==> config.mk <==
export PLATFORM = sky130hd
export DESIGN_NAME = alu_exec_unit
export DESIGN_NICKNAME = d
export VERILOG_FILES = /design/src/rtl/alu_exec_unit.sv
export SDC_FILE = /design/constraint.sdc
export NUM_CORES = 1
export LEC_CHECK = 0
export BUFFER_PORTS_ARGS = -buffer_cell sky130_fd_sc_hd__buf_2
export CAP_MARGIN = 20
export CORE_MARGIN = 3
export CORE_UTILIZATION = 40
export CTS_CLUSTER_DIAMETER = 60
export DETAILED_ROUTE_END_ITERATION = 6
export PLACE_DENSITY = 0.6
export SYNTH_ARGS = -nofsm -noshare
export SYNTH_HDL_FRONTEND = slang
export SYNTH_SLANG_ARGS = --single-unit
==> constraint.sdc <==
create_clock -name clk -period 5.69 [get_ports clk]
set_input_delay 1.138 -clock clk [delete_from_list [all_inputs] [get_ports clk]]
set_output_delay 1.138 -clock clk [all_outputs]
set_load 0.1 [all_outputs]
==> src/rtl/alu_exec_unit.sv <==
// Execute stage: single-cycle ALU ops plus a multi-cycle shift-add MUL,
// with a one-entry writeback output slot toward the register file.
module alu_exec_unit #(
  parameter int unsigned WIDTH  = 8,
  parameter int unsigned ADDR_W = 3
) (
  input  logic              clk,
  input  logic              reset,
  input  logic              in_valid,
  output logic              in_ready,
  input  logic [2:0]        op_code,
  input  logic [WIDTH-1:0]  operand_a,
  input  logic [WIDTH-1:0]  operand_b,
  input  logic [ADDR_W-1:0] dest_addr,
  output logic              out_valid,
  input  logic              out_ready,
  output logic [WIDTH-1:0]  result,
  output logic [ADDR_W-1:0] result_addr,
  output logic              flag_zero,
  output logic              flag_carry,
  output logic              busy
);

  localparam int unsigned CntW = (WIDTH > 1) ? $clog2(WIDTH) : 1;

  localparam logic [2:0] OpAdd = 3'b000;
  localparam logic [2:0] OpSub = 3'b001;
  localparam logic [2:0] OpAnd = 3'b010;
  localparam logic [2:0] OpOr  = 3'b011;
  localparam logic [2:0] OpXor = 3'b100;
  localparam logic [2:0] OpShl = 3'b101;
  localparam logic [2:0] OpShr = 3'b110;
  localparam logic [2:0] OpMul = 3'b111;

  typedef enum logic [1:0] {StIdle, StMul, StMfin} state_e;

  state_e              state_q, state_d;
  logic [CntW-1:0]     cnt_q, cnt_d;
  logic [2*WIDTH-1:0]  acc_q, acc_d;
  logic [WIDTH-1:0]    mcand_q, mcand_d;
  logic [WIDTH-1:0]    mplier_q, mplier_d;
  logic [ADDR_W-1:0]   mul_addr_q, mul_addr_d;

  logic                out_valid_q;
  logic [WIDTH-1:0]    result_q;
  logic [ADDR_W-1:0]   result_addr_q;
  logic                flag_zero_q;
  logic                flag_carry_q;

  logic                slot_free;
  logic                accept;
  logic                slot_load;
  logic [WIDTH-1:0]    load_res;
  logic                load_carry;
  logic [ADDR_W-1:0]   load_addr;

  logic [WIDTH-1:0]    alu_res;
  logic                alu_carry;
  logic [WIDTH:0]      sum;
  logic [2:0]          shamt;
  logic [2*WIDTH-1:0]  partial;

  // The slot can take a new result if empty or being drained this edge.
  assign slot_free = !out_valid_q || out_ready;
  assign in_ready  = reset && (state_q == StIdle) && slot_free;
  assign accept    = in_valid && in_ready;
  assign busy      = (state_q != StIdle);

  assign out_valid   = out_valid_q;
  assign result      = result_q;
  assign result_addr = result_addr_q;
  assign flag_zero   = flag_zero_q;
  assign flag_carry  = flag_carry_q;

  // Single-cycle ALU on the presented operands.
  always_comb begin
    alu_res   = '0;
    alu_carry = 1'b0;
    sum       = '0;
    shamt     = operand_b[2:0];
    case (op_code)
      OpAdd: begin
        sum       = {1'b0, operand_a} + {1'b0, operand_b};
        alu_res   = sum[WIDTH-1:0];
        alu_carry = sum[WIDTH];
      end
      OpSub: begin
        alu_res   = operand_a - operand_b;
        alu_carry = (operand_a < operand_b);
      end
      OpAnd:   alu_res = operand_a & operand_b;
      OpOr:    alu_res = operand_a | operand_b;
      OpXor:   alu_res = operand_a ^ operand_b;
      OpShl:   alu_res = operand_a << shamt;
      OpShr:   alu_res = operand_a >> shamt;
      default: alu_res = '0;
    endcase
  end

  // Multiplicand aligned to the current multiplier bit position.
  assign partial = {{WIDTH{1'b0}}, mcand_q} << cnt_q;

  // Next-state logic for the sequencer and output-slot load requests.
  always_comb begin
    state_d    = state_q;
    cnt_d      = cnt_q;
    acc_d      = acc_q;
    mcand_d    = mcand_q;
    mplier_d   = mplier_q;
    mul_addr_d = mul_addr_q;
    slot_load  = 1'b0;
    load_res   = '0;
    load_carry = 1'b0;
    load_addr  = '0;
    case (state_q)
      StIdle: begin
        if (accept) begin
          if (op_code == OpMul) begin
            acc_d      = '0;
            mcand_d    = operand_a;
            mplier_d   = operand_b;
            mul_addr_d = dest_addr;
            cnt_d      = '0;
            state_d    = StMul;
          end else begin
            slot_load  = 1'b1;
            load_res   = alu_res;
            load_carry = alu_carry;
            load_addr  = dest_addr;
          end
        end
      end
      StMul: begin
        if (mplier_q[cnt_q]) begin
          acc_d = acc_q + partial;
        end
        cnt_d = cnt_q + CntW'(1);
        if (cnt_q == CntW'(WIDTH - 1)) begin
          state_d = StMfin;
        end
      end
      StMfin: begin
        if (slot_free) begin
          slot_load  = 1'b1;
          load_res   = acc_q[WIDTH-1:0];
          load_carry = |acc_q[2*WIDTH-1:WIDTH];
          load_addr  = mul_addr_q;
          state_d    = StIdle;
        end
      end
      default: state_d = StIdle;
    endcase
  end

  // Sequencer and MUL datapath registers.
  always_ff @(posedge clk) begin
    if (!reset) begin
      state_q    <= StIdle;
      cnt_q      <= '0;
      acc_q      <= '0;
      mcand_q    <= '0;
      mplier_q   <= '0;
      mul_addr_q <= '0;
    end else begin
      state_q    <= state_d;
      cnt_q      <= cnt_d;
      acc_q      <= acc_d;
      mcand_q    <= mcand_d;
      mplier_q   <= mplier_d;
      mul_addr_q <= mul_addr_d;
    end
  end

  // Output slot: a load wins over a drain at the same edge.
  always_ff @(posedge clk) begin
    if (!reset) begin
      out_valid_q   <= 1'b0;
      result_q      <= '0;
      result_addr_q <= '0;
      flag_zero_q   <= 1'b0;
      flag_carry_q  <= 1'b0;
    end else if (slot_load) begin
      out_valid_q   <= 1'b1;
      result_q      <= load_res;
      result_addr_q <= load_addr;
      flag_zero_q   <= (load_res == '0);
      flag_carry_q  <= load_carry;
    end else if (out_valid_q && out_ready) begin
      out_valid_q   <= 1'b0;
    end
  end

endmodule

==> impl_summary.md, run 1 <==
Synth
The share of synthesized area in the top cell type comes to 22.4%. The Yosys step of the flow raised 0 warnings. The synthesized net count is 641.

The synthesized design contains 0 enable-type register cells. The average instance in the mapped netlist occupies 8.45 µm². The post-synthesis instance total is 570. The mapped cell area is 4820 µm². The largest total area in the synthesized netlist belongs to sky130_fd_sc_hd__dfxtp_1. For this run, the register share of the synthesized area comes to 22.4%.

Counting flops and latches in the post-synthesis netlist gives 54. The number of different library cells used by synthesis comes to 71. The commonest register cell after synthesis is sky130_fd_sc_hd__dfxtp_1.

The share of flip-flops with an asynchronous set or reset after synthesis is 0%. Yosys attributes the largest share of cell area to sky130_fd_sc_hd__dfxtp_1 22%, sky130_fd_sc_hd__ha_1 11%, sky130_fd_sc_hd__mux2i_1 6.9%.

Detailed routing
The detailed-route wire length per cell is 18.4 µm. The final wirelength is 13,400 µm. The overall via count from detail_route is 4,351. The count of antenna-violating nets left after detailed routing is 0. The number of violations reported at the end of detailed-routing iteration 0 is 359. For this run, design rule violations remaining after detail routing come to 0.

In the routed layout, each cell is associated on average with a via count of 5.96. The number of detailed-routing iterations run before antenna repair is 5.

STA
The hold violation count in the final report came to 0. The number of setup violations in the final report is 0. In the finished design, the share of the clock period the worst path needs comes to 66.4%. Measured against its own limit, the worst slew margin works out to 42.5%. The final-report max-slew violation count is 0. The slew at the pin with the worst max-slew slack is 859 ps. Setup repair after global routing left no endpoint under its margin. Across the routed clock network, the largest skew measured is 12.1 ps.

The final critical-path required period is 3780 ps. Static timing analysis puts the maximum clock frequency at 0.265 GHz. In the final timing run, aggregate negative setup slack is 0 ps.

Setup path
STA classifies the critical path startpoint as an input pin. The worst setup path is captured at an output pin. The required time of the critical path is 4550 ps.

The worst path arrival time is 2640 ps. The start-to-end type of the worst setup path is input pin to output pin. The biggest fanout along the worst timing path is 60.

GRT
The initial antenna violation count is 0. The first global-routing pass estimated 21,900 µm of wire. The largest net degree at the start of global routing is 61. The overflow left after global routing is 0. The aggregate global-route resource usage is 20.5%. The number of global-route vias before repair is 4,321.

Final layout
The diode insertion count for antenna repair is 0. The layout cell share with drive strength beyond 1 is 13.6%. The final net count is 657.

The count of cells in the finished layout, fillers not included, comes to 730. Once layout is complete, the utilization of the core stands at 45.0%. The layout overhead on the synthesized area is 8.50%. The multi-input combinational cells in the finished layout cover a total of 3490 µm². The total area of sequential cells is 1080 µm². After filler insertion, the fill cell instance count of the layout stands at 1,160.

Clock network
TritonCTS built the clock tree. The maximum clock insertion buffer count is 2. Counting every sink on the clock net gives 54.

The clock reaches the later pin of the worst-skew pair after 300 ps. The clock-pin slew of the registers on the worst-case setup and hold paths is 70 ps. In this run, post-CTS repair resized a total of 0 instances. The number of buffers inserted during clock tree synthesis is 5. The number of hold-repair buffers added at the cts stage is 0.

The buffer cell driving the clock tree root is sky130_fd_sc_hd__clkbuf_16. The number of H-tree levels is 2. After clock tree synthesis, the setup repair step added 0 buffers.

Flow run
Across the run, the number of max-cap violations was 0.

Pwr
IR analysis of the VDD net gives a maximum drop of 115 µV. The total chip power is 952 µW. The static power due to leakage is 2.12 nW. The total power density per cell area is 182 nW/µm².

Place
The HPWL reported at the end of detailed placement is 10,200 µm. Buffers placed on the I/O ports in this run total 41. After detailed placement, the design holds a cell count of 721. The final weighted congestion of routability-driven global placement is 0.967.

Floorplanning
The floorplan die height is 116 µm. The number of standard-cell rows in the floorplan is 39. The initial utilization of the core area, before any placement, comes to 41.5%.

In this run the count of I/O pins placed on the die edge is 42. Measured along the x axis, the die boundary spans 116 µm. The area of the die is 13,400 µm². The core area is 11,600 µm².

Hold path
The worst hold path class is register to register.

Outcome
The run finished with clean final reports.
[registers in the layout, summed over array words and instances, names as in the netlist]
name	flops
mcand_q	8
result	8
mplier_q	8
out_valid	1
mul_addr_q	3
flag_zero	1
flag_carry	1
acc_q	16
state_q	2
cnt_q	3
result_addr	3
[synth_stat cells (all sizes together) (5+ instances only)]
library cell  count
clkbuf           25
inv              26
nor3b             7
a22oi            23
a21oi            25
nor2b            48
nand2            45
mux4              9
dfxtp            54
xnor2            12
xor2              5
a21o              6
nor3             10
mux2              9
a31oi             5
and2              6
nand3            10
o21a              7
mux2i            33
a211oi            6
nor2             38
o21ai            19
a21boi            9
o22ai             5
and3              5
buf               9
nor4              6
ha               42
[metrics by stage]
step	instance area (µm²)	worst slack, ps	hold WS [ps]
final	5230	1910	469
after global routing	5230	1740	486
after CTS	5220	1900	468
after detailed placement	5060	1840	459
after global placement	5060	1840	455
after floorplan	4820	968	456
[kinds of logic after synthesis]
| logic type | count (synthesis) | share of synthesized area, % |
|---|---|---|
| buffers and inverters | 60 | 4.99 |
| muxes | 51 | 13.2 |
| and+or+nand+nor | 195 | 22.1 |
| DFF | 54 | 22.4 |
| AOI/OAI and AO/OA | 148 | 22.1 |
| adders and majority gates | 45 | 12.2 |
| xor gates and xnor gates | 17 | 3.09 |
[layout by cell type (no fill, tap or decap), types with 4 or more instances in the layout]
cell type                    n
sky130_fd_sc_hd__nand3_1    10
sky130_fd_sc_hd__xor2_1      5
sky130_fd_sc_hd__mux4_2      9
sky130_fd_sc_hd__o21a_1      7
sky130_fd_sc_hd__a21oi_1    24
sky130_fd_sc_hd__a211oi_1    4
sky130_fd_sc_hd__nor3_1     10
sky130_fd_sc_hd__a21o_1      6
sky130_fd_sc_hd__o211ai_1    4
sky130_fd_sc_hd__o41ai_1     4
sky130_fd_sc_hd__nor4_1      5
sky130_fd_sc_hd__inv_1      26
sky130_fd_sc_hd__ha_1       42
sky130_fd_sc_hd__o22ai_1     5
sky130_fd_sc_hd__a31oi_1     5
sky130_fd_sc_hd__mux2_2      8
sky130_fd_sc_hd__buf_2      41
sky130_fd_sc_hd__nor3b_1     6
sky130_fd_sc_hd__and3_1      5
sky130_fd_sc_hd__o21ai_0    17
sky130_fd_sc_hd__nor2b_1    48
sky130_fd_sc_hd__and2_1      5
sky130_fd_sc_hd__clkbuf_16   5
sky130_fd_sc_hd__nand2b_1    4
sky130_fd_sc_hd__dfxtp_1    54
sky130_fd_sc_hd__nor2_1     37
sky130_fd_sc_hd__mux2i_1    33
sky130_fd_sc_hd__nand2_1    45
sky130_fd_sc_hd__xnor2_1    12
sky130_fd_sc_hd__nand3b_1    4
sky130_fd_sc_hd__o31ai_1     4
sky130_fd_sc_hd__a22oi_1    23
sky130_fd_sc_hd__a21boi_0    9
[where the power goes]
group          leakage (nW)  internal, mW  switching [mW]
Combinational          1.61        0.0815           0.159
Sequential            0.436         0.385         0.00530
Clock                0.0735         0.177           0.144
[worst paths after layout]
kind                           from                      to  slack (ps)  depth (start not counted)
max                           reset                in_ready        1910                          3
min          flag_zero$_SDFFE_PN0P_  flag_zero$_SDFFE_PN0P_         470                          2
max reg2reg   cnt_q[0]$_SDFFE_PN0P_  acc_q[15]$_SDFFE_PN0P_        1970                         11
min reg2reg  flag_zero$_SDFFE_PN0P_  flag_zero$_SDFFE_PN0P_         470                          2
[critical path, stage by stage]
cell	delay (ps)
sky130_fd_sc_hd__buf_2	640
sky130_fd_sc_hd__nor3b_1	370
sky130_fd_sc_hd__buf_2	490
[per-layer routing]
| metal | up-vias | wire (µm) | GRT usage (%) |
|---|---|---|---|
| li1 | 2113 | - | - |
| met1 | 2052 | 6060 | 26.6 |
| met4 | 0 | 603 | 9.67 |
| met2 | 146 | 6100 | 33.1 |
| met3 | 40 | 667 | 3.76 |
| met5 | - | 0 | 0 |
[cell type report]
cell class | instances | share of cell area (%)
Multi-Input combinational cell | 456 | 66.9
Tap cell | 143 | 3.42
Inverter | 26 | 1.87
Sequential cell | 54 | 20.7
Clock inverter | 2 | 0.311
Timing Repair Buffer | 43 | 4.17
Clock buffer | 6 | 2.66
Power figures use the tool's default switching activity.
==> run 2, diff against run 1 <==
--- a/config.mk
+++ b/config.mk
@@ -11,7 +11,7 @@
 export CORE_UTILIZATION = 40
 export CTS_CLUSTER_DIAMETER = 60
 export DETAILED_ROUTE_END_ITERATION = 6
-export PLACE_DENSITY = 0.6
+export PLACE_DENSITY = 0.62
 export SYNTH_ARGS = -nofsm -noshare
 export SYNTH_HDL_FRONTEND = slang
 export SYNTH_SLANG_ARGS = --single-unit
==> constraint.sdc (replaced) <==
create_clock -name clk -period 3.1 [get_ports clk]
set_input_delay 0.62 -clock clk [delete_from_list [all_inputs] [get_ports clk]]
set_output_delay 0.62 -clock clk [all_outputs]
set_load 0.1 [all_outputs]
==> run 2 against run 1 <==
The run now ends with negative setup slack left. Power increased by 87%. Worst hold slack lost 4.8 ps. Non-clock buffer count increased by 49. Cell area up 9.5%. Combinational power grew 98%. Cell count up 6.7%. Via count up 4.0%. First-iteration DRC count rose by 0.28%. Die area stayed put. Critical path depth is 9 higher. Worst setup slack worse by 2000 ps. Wire length rose by 4.3%.
==> impl_summary.md, run 2 (synthesis results as in run 1) <==
Outcome
Status: complete, but fails checks (was finished clean). The checks that failed: negative setup slack.

Setup path
The endpoint type of the worst setup path is a register (was output pin). The logic depth of the worst register-to-register path is 12 (was 11). The worst reg2reg path startpoint is cnt_q[0]$_SDFFE_PN0P_ (unchanged). The worst setup slack for register-to-register paths is -50 ps (was 1970 ps). The cell with the largest stage delay on the worst path is sky130_fd_sc_hd__or4_4 (was sky130_fd_sc_hd__buf_2). CP Cell Sequence: mux2i_4 > mux2_2 > nor2_2 > ha_2 > o21ai_1 > nor2_1 > or4_4 > a2111o_1 > a221o_1 > a21oi_2 > xor2_1 > nor3b_2 (was buf_2 > nor3b_1 > buf_2). The required time of the critical path is 3280 ps (was 4550 ps). The start-to-end type of the worst setup path is register to register (was input pin to output pin). The biggest fanout along the worst timing path was 8 (was 60). The terminus of the critical flop-to-flop path is acc_q[15]$_SDFFE_PN0P_ (unchanged). The launching element type of the critical path is a register (was input pin). The worst path arrival time is 3330 ps (was 2640 ps).

The maximum cell stage delay along the critical path was 420 ps (was 640 ps).

Pwr
The static power due to leakage was 2.38 nW (was 2.12 nW). The total chip power is 1.78 mW (was 952 µW). The total power density per cell area is 311 nW/µm² (was 182 nW/µm²).

The worst ir drop on vdd is 275 µV (was 115 µV).

Hold path
The worst hold path class is register to register (unchanged). The terminating pin of the worst hold path was result[4]$_SDFFE_PN0P_ (was flag_zero$_SDFFE_PN0P_). The launch point of the worst hold path was result[4]$_SDFFE_PN0P_ (was flag_zero$_SDFFE_PN0P_).

The hold-critical path depth is 2 (unchanged).

GRT
The largest net degree at the start of global routing came to 59 (was 61). The initial antenna violation count came to 0 (unchanged). The overflow left after global routing is 0 (unchanged).

The aggregate global-route resource usage is 20.9% (was 20.5%). The global-route wire length before repair came to 22,400 µm (was 21,900 µm). The number of global-route vias before repair was 4,301 (was 4,321).

Final layout
The number of filler cells placed in the layout is 1,125 (was 1,160). The diode insertion count for antenna repair came to 0 (unchanged). The final net count was 706 (was 657).

Highest-count cells in the layout ignoring fill and taps: 53 x sky130_fd_sc_hd__dfxtp_1, 51 x sky130_fd_sc_hd__buf_4, 48 x sky130_fd_sc_hd__nor2b_1 (was 54 x sky130_fd_sc_hd__dfxtp_1, 48 x sky130_fd_sc_hd__nor2b_1, 45 x sky130_fd_sc_hd__nand2_1). The layout overhead on the synthesized area was 18.8% (was 8.50%). The most frequent standard cell in the layout excluding fill and tap cells is sky130_fd_sc_hd__dfxtp_1 (unchanged). The final standard cell utilization of the core was 49.3% (was 45.0%).

The flip-flop count of the largest register after layout is 16 (unchanged). The register with the highest flop count is acc_q (unchanged). The layout cell share with drive strength beyond 1 is 23.0% (was 13.6%).

STA
The final critical-path required period is 3150 ps. The clock skew came to 8.17 ps (was 12.1 ps). The slack of the critical path is -49.0 ps (was 1910 ps). The relative max-transition margin is 41.6% (was 42.5%). RSZ-0062 raised after global routing: true (was false). The hold violation count in the final report is 0 (unchanged).

The final-report max-slew violation count is 0 (unchanged). The number of setup violations in the final report is 1 (was 0). The slew at the pin with the worst max-slew slack came to 872 ps (was 859 ps).

Based on the critical path, the design can be clocked at up to 0.318 GHz. The final critical path takes up 102% of the cycle. The tightest hold margin is 464 ps (was 469 ps).

Floorplanning
The top-level port count is 42 (unchanged). The area of the die is 13,400 µm² (unchanged). The floorplan die width is 116 µm (unchanged).

The number of standard-cell rows in the floorplan is 39 (unchanged). The floorplan die height is 116 µm (unchanged). The core area is 11,600 µm² (unchanged).

The starting utilization of the core area is 41.5% (unchanged).

Detailed routing
The post-detailed-route DRC marker count is 0 (unchanged). The detailed-route wire length per cell is 18.0 µm (was 18.4 µm). The number of detailed-routing iterations run before antenna repair was 5 (unchanged). The overall via count from detail_route is 4,527 (was 4,351). The number of violations reported at the end of detailed-routing iteration 0 is 360 (was 359). The count of antenna-violating nets left after detailed routing came to 0 (unchanged).

The post-detailed-route via-to-cell ratio came to 5.81 (was 5.96). The final wirelength is 14,000 µm (was 13,400 µm).

Flow run
The count of maximum capacitance violations came to 0 (unchanged).

Clock network
The maximum clock insertion buffer count is 2 (unchanged). The clock-pin slew of the registers on the worst-case setup and hold paths came to 80 ps (was 70 ps). The sink count of the clock tree is 54 (unchanged). The clock latency on the worst-skew pair came to 300 ps (about the same). The number of buffers inserted during clock tree synthesis is 5 (unchanged). The CTS tree was done (unchanged). The number of H-tree levels is 2 (unchanged). The buffer cell driving the clock tree root is sky130_fd_sc_hd__clkbuf_16 (unchanged).

Place
The final weighted congestion of routability-driven global placement was 0.971 (was 0.967). The worst slack after detailed placement came to -51.8 ps (was 1840 ps). The HPWL reported at the end of detailed placement was 10,700 µm (was 10,200 µm). The count of buffers from port buffering is 41 (unchanged).
-- run 2: cell count changes in the layout (fill, tap and decap cells not counted), sizes merged --
cell      previous run  this run
buf                 42        92
inv                 27        28
clkbuf               7         5
clkinv               0         1
clkinvlp             1         0
-- run 2: layout make-up --
cell class	count	area, µm²	area share [%]
tap	143	179	3.13
inverter	26	97.6	1.71
multi-input combinational	456	3620	63.2
sequential	54	1080	19.0
clock buffer	5	125	2.19
timing repair buffer	92	588	10.3
clock inverter	3	28.8	0.503
-- run 2: how the worst max path moves through the flow --
stage               depth (start not counted)                     end                   from  slack [ps]
global route                               12  acc_q[15]$_SDFFE_PN0P_  cnt_q[0]$_SDFFE_PN0P_        -190
CTS                                        12  acc_q[15]$_SDFFE_PN0P_  cnt_q[0]$_SDFFE_PN0P_         -30
floorplan                                  13  acc_q[15]$_SDFFE_PN0P_  cnt_q[0]$_SDFFE_PN0P_         -30
detailed placement                         12  acc_q[15]$_SDFFE_PN0P_  cnt_q[0]$_SDFFE_PN0P_         -50
global placement                           12  flag_zero$_SDFFE_PN0P_           operand_a[0]         -40
finish                                     12  acc_q[15]$_SDFFE_PN0P_  cnt_q[0]$_SDFFE_PN0P_         -50
-- run 2: through the flow --
step                      instances  cell area [µm²]  setup TNS [ps]
after CTS                       774             5590           -26.7
after floorplan                 570             4850           -26.2
final                           779             5720           -49.0
after global routing            779             5720            -593
after global placement          764             5420           -35.1
after detailed placement        764             5420           -86.7
-- run 2: repair_timing --
action | CTS | global route
setup buffers | 2 | 5
setup endpoints to repair | 3 | 4
resized for setup | 3 | 20
cloned | 0 | 0
hold buffers | 0 | 0
hold endpoints to repair | 0 | 0
pin swaps | 2 | 4
-- run 2: per-layer routing --
metal | GRT usage, % | routed length (µm) | up-vias
met5 | 0 | 0 | -
met2 | 34.9 | 6580 | 121
met4 | 4.49 | 289 | 0
met3 | 2.98 | 599 | 20
li1 | - | - | 2218
met1 | 28.7 | 6550 | 2168
-- run 2: worst max-delay path, delay by kind of cell, from the launching register on --
family                     cells  cell delay, ps
xor gates and xnor gates       1             180
and+or+nand+nor                4             650
DFF                            1             410
AOI/OAI and AO/OA              4            1020
adders and majority gates      1             290
muxes                          2             500
-- run 2: power by group --
group / total, mW / internal (mW) / switching [mW] / leakage [nW]
clock: 0.590 / 0.310 / 0.279 / 0.0763
combinational: 0.476 / 0.177 / 0.300 / 1.87
sequential: 0.715 / 0.706 / 0.00907 / 0.437
==> run 3, diff against run 2 <==
--- a/config.mk
+++ b/config.mk
@@ -5,13 +5,14 @@
 export SDC_FILE = /design/constraint.sdc
 export NUM_CORES = 1
 export LEC_CHECK = 0
+export ABC_AREA = 1
 export BUFFER_PORTS_ARGS = -buffer_cell sky130_fd_sc_hd__buf_2
 export CAP_MARGIN = 20
 export CORE_MARGIN = 3
 export CORE_UTILIZATION = 40
 export CTS_CLUSTER_DIAMETER = 60
 export DETAILED_ROUTE_END_ITERATION = 6
-export PLACE_DENSITY = 0.62
+export PLACE_DENSITY = 0.6
 export SYNTH_ARGS = -nofsm -noshare
 export SYNTH_HDL_FRONTEND = slang
 export SYNTH_SLANG_ARGS = --single-unit
==> constraint.sdc (replaced) <==
create_clock -name clk -period 3.3 [get_ports clk]
set_input_delay 0.66 -clock clk [delete_from_list [all_inputs] [get_ports clk]]
set_output_delay 0.66 -clock clk [all_outputs]
set_load 0.1 [all_outputs]
==> run 3 against run 2 <==
The run now ends clean. Worst hold slack worse by 4.1 ps. Utilization down 3.4 points. Highest routed layer unchanged. Critical path type unchanged. Register-to-register slack better by 450 ps. Sequential power down 5.2%.
==> impl_summary.md, run 3 <==
STA
The slew at the pin with the worst max-slew slack is 845 ps (was 872 ps). The relative max-transition margin is 43.2% (was 41.6%). The final-report max-slew violation count is 0 (unchanged).

The maximum achievable frequency is 0.345 GHz (was 0.318 GHz). The clock skew is 7.32 ps (was 8.17 ps). The hold violation count in the final report is 0 (unchanged). The final critical-path required period came to 2900 ps (was 3150 ps). The number of setup violations in the final report is 0 (was 1).

RSZ-0062 raised after global routing: false (was true). The share of the cycle needed by the critical path after routing is 87.9% (was 102%). The setup TNS is 0 ps (was -49.0 ps).

Final layout
The layout overhead on the synthesized area came to 9.77% (was 18.8%). The layout cell share with drive strength beyond 1 is 11.4% (was 23.0%). The flip-flop count of the largest register after layout is 16 (unchanged).

The register with the highest flop count is acc_q (unchanged). The diode insertion count for antenna repair is 0 (unchanged). The post-layout instance area came to 5350 µm² (was 5720 µm²).

The number of filler cells placed in the layout was 1,283 (was 1,125). Highest-count cells in the layout ignoring fill and taps: 207 x sky130_fd_sc_hd__nand2_1, 98 x sky130_fd_sc_hd__nand3_1, 85 x sky130_fd_sc_hd__inv_1 (was 53 x sky130_fd_sc_hd__dfxtp_1, 51 x sky130_fd_sc_hd__buf_4, 48 x sky130_fd_sc_hd__nor2b_1). The most frequent standard cell in the layout excluding fill and tap cells is sky130_fd_sc_hd__nand2_1 (was sky130_fd_sc_hd__dfxtp_1). The final net count is 899 (was 706).

Setup path
The end point of the critical path is acc_q[11]$_SDFFE_PN0P_ (was acc_q[15]$_SDFFE_PN0P_). The start-to-end type of the worst setup path is register to register (unchanged). The worst path arrival time was 3130 ps (was 3330 ps). The maximum cell stage delay along the critical path is 550 ps (was 420 ps). The number of buffers and inverters on the critical path came to 1 (was 0). The endpoint type of the worst setup path is a register (unchanged). The launching element type of the critical path is a register (unchanged). The logic depth of the worst register-to-register path is 14 (was 12).

The family of cells with the greatest summed delay on the critical path was compound AO/OA/AOI/OAI gates (unchanged). The worst setup slack for register-to-register paths came to 400 ps (was -50 ps). The cell with the largest stage delay on the worst path is sky130_fd_sc_hd__dfxtp_2 (was sky130_fd_sc_hd__or4_4). The cell depth of the worst setup path is 14 (was 12). The terminus of the critical flop-to-flop path was acc_q[11]$_SDFFE_PN0P_ (was acc_q[15]$_SDFFE_PN0P_). The launch point of the worst path is cnt_q[0]$_SDFFE_PN0P_ (unchanged). CP Cell Sequence: inv_2 > nand2_1 > o21ai_0 > o21ai_0 > mux2i_1 > ha_1 > a21oi_1 > o21a_1 > nand3_1 > nand3_1 > nand3_1 > a21boi_0 > o21ai_0 > a21oi_1 (was mux2i_4 > mux2_2 > nor2_2 > ha_2 > o21ai_1 > nor2_1 > or4_4 > a2111o_1 > a221o_1 > a21oi_2 > xor2_1 > nor3b_2).

The worst reg2reg path startpoint was cnt_q[0]$_SDFFE_PN0P_ (unchanged). The biggest fanout along the worst timing path came to 20 (was 8). The required time of the critical path is 3530 ps (was 3280 ps).

Clock network
The clock latency on the worst-skew pair is 290 ps (was 300 ps). The maximum clock insertion buffer count is 2 (unchanged). The clock-pin slew of the registers on the worst-case setup and hold paths is 70 ps (was 80 ps).

The CTS tree is done (unchanged). The buffer cell driving the clock tree root is sky130_fd_sc_hd__clkbuf_16 (unchanged). The number of buffers inserted during clock tree synthesis is 5 (unchanged). The number of H-tree levels was 2 (unchanged). The number of hold-repair buffers added at the cts stage was 0 (unchanged). The sink count of the clock tree is 54 (unchanged).

Synth
The mapped cell area is 4880 µm² (was 4820 µm²). The most common cell in the netlist is sky130_fd_sc_hd__nand2_1 (was sky130_fd_sc_hd__dfxtp_1). The number of distinct library cells after synthesis came to 40 (was 71). The post-synthesis instance total is 795 (was 570).

The commonest register cell after synthesis is sky130_fd_sc_hd__dfxtp_1 (unchanged). The synthesized net count is 866 (was 641). Most common library cells after synthesis: 207 x sky130_fd_sc_hd__nand2_1, 98 x sky130_fd_sc_hd__nand3_1, 85 x sky130_fd_sc_hd__inv_1 (was 54 x sky130_fd_sc_hd__dfxtp_1, 48 x sky130_fd_sc_hd__nor2b_1, 45 x sky130_fd_sc_hd__nand2_1). Top post-synthesis cells by area: sky130_fd_sc_hd__dfxtp_1 22%, sky130_fd_sc_hd__nand2_1 16%, sky130_fd_sc_hd__ha_1 11% (was sky130_fd_sc_hd__dfxtp_1 22%, sky130_fd_sc_hd__ha_1 11%, sky130_fd_sc_hd__mux2i_1 6.9%). The share of the synthesized area in the top cell type is 22.2% (was 22.4%). The number of synthesized flops with an enable pin came to 0 (unchanged). The dominant cell type by area after synthesis is sky130_fd_sc_hd__dfxtp_1 (unchanged).

The number of warnings reported in the yosys synthesis log is 0 (unchanged). The average cell area after synthesis is 6.13 µm² (was 8.45 µm²). The count of state elements after synthesis is 54 (unchanged). The share of flip-flops with an asynchronous set or reset after synthesis is 0% (unchanged). The post-synthesis sequential area ratio was 22.2% (was 22.4%).

Place
The final weighted congestion of routability-driven global placement is 0.949 (was 0.971). The HPWL reported at the end of detailed placement is 12,000 µm (was 10,700 µm). The count of buffers from port buffering was 41 (unchanged).

The placed cell area is 5210 µm² (was 5420 µm²).

Detailed routing
The number of detailed-routing iterations run before antenna repair is 6 (was 5). The detailed-route wire length per cell is 15.6 µm (was 18.0 µm). The final wirelength is 15,200 µm (was 14,000 µm). The number of violations reported at the end of detailed-routing iteration 0 is 486 (was 360). The overall via count from detail_route is 5,342 (was 4,527). The post-detailed-route DRC marker count is 0 (unchanged). The post-detailed-route via-to-cell ratio is 5.50 (was 5.81). The count of antenna-violating nets left after detailed routing came to 0 (unchanged).

Floorplanning
The number of standard-cell rows in the floorplan is 39 (unchanged). The starting utilization of the core area is 41.8% (was 41.5%). The area of the die is 13,600 µm² (was 13,400 µm²). The top-level port count is 42 (unchanged). The floorplan die width is 116 µm (about the same).

The core area is 11,700 µm² (was 11,600 µm²). The floorplan die height is 116 µm (about the same).

Pwr
The static power due to leakage is 2.64 nW (was 2.38 nW). The worst ir drop on vdd is 257 µV (was 275 µV). The total power density per cell area came to 310 nW/µm² (was 311 nW/µm²). The total chip power is 1.66 mW (was 1.78 mW).

GRT
The met2 usage is 34.1% (was 34.9%). The highest-utilization routing layer at the global route stage is met1 (was met2). The aggregate global-route resource usage is 22.6% (was 20.9%).

The number of global-route vias before repair is 4,786 (was 4,301). The global routing usage on met3 is 3.58% (was 2.98%). The overflow left after global routing was 0 (unchanged). The met1 usage in global routing came to 34.4% (was 28.7%).

The initial antenna violation count is 0 (unchanged). The largest net degree at the start of global routing is 30 (was 59). The global-route wire length before repair is 24,500 µm (was 22,400 µm).

Outcome
Status: finished clean (was complete, but fails checks).

Hold path
The worst hold path class is register to register (unchanged). The launch point of the worst hold path was mplier_q[6]$_SDFFE_PN0P_ (was result[4]$_SDFFE_PN0P_).

Flow run
The count of maximum capacitance violations is 0 (unchanged).
[run 3: kinds of logic (layout without fill, tap and decap cells)]
kind of cell    Yosys count  count (layout)  synth area share [%]
simple gates            412             412                  37.3
compound gates          153             153                  16.8
buf+inv                 124             157                  10.4
flops                    54              54                  22.2
fa+ha+maj                45              45                  12.0
mux                       5               5                  1.03
xor+xnor                  2               2                 0.359
[run 3: worst min path at each step]
| stage | endpoint | cells after the start |
|---|---|---|
| after floorplan | mplier_q[6]$_SDFFE_PN0P_ | 2 |
| after global placement | mplier_q[6]$_SDFFE_PN0P_ | 2 |
| after detailed placement | mplier_q[6]$_SDFFE_PN0P_ | 2 |
| after CTS | mplier_q[6]$_SDFFE_PN0P_ | 2 |
| after global routing | mplier_q[2]$_SDFFE_PN0P_ | 2 |
| final | mplier_q[6]$_SDFFE_PN0P_ | 2 |
[run 3: timing repair]
action,CTS,global route
setup endpoints to repair,0,7
buffers inserted,0,0
gates resized for setup,0,1
[run 3: final cells by class]
cell class	instances	area [µm²]	area share [%]
multi-input cells	617	3290	61.4
flip-flops and latches	54	1080	20.2
clock buffers	5	125	2.34
well taps	143	179	3.34
repair buffers	54	303	5.66
clock inverters	2	15.0	0.280
inverters	96	360	6.73
[run 3: metal layers]
metal  part of all wire [%]  wire length (µm)
met1                     50              7560
met3                    5.9               891
met4                    1.3               204
met5                      0                 0
met2                     43              6520
[run 3: worst min-delay path, cell delays in order (launching register included)]
cell and delay, ps:
sky130_fd_sc_hd__dfxtp_1 300, sky130_fd_sc_hd__inv_1 60, sky130_fd_sc_hd__a21oi_1 60
[run 3: metrics by stage]
step	util (%)	setup slack, ps	hold slack [ps]	std cells
floorplan	-	297	424	795
global placement	44.7	363	446	964
detailed placement	44.7	250	446	964
CTS	45.9	245	458	971
global route	45.9	73.1	488	971
finish	45.9	399	460	971
[run 3: report_power, final]
part / switching (mW) / total, mW / leakage [nW] / internal, mW
combinational: 0.328 / 0.453 / 2.14 / 0.125
sequential: 0.0109 / 0.678 / 0.437 / 0.667
clock: 0.249 / 0.527 / 0.0619 / 0.278
total: 0.588 / 1.66 / 2.64 / 1.07
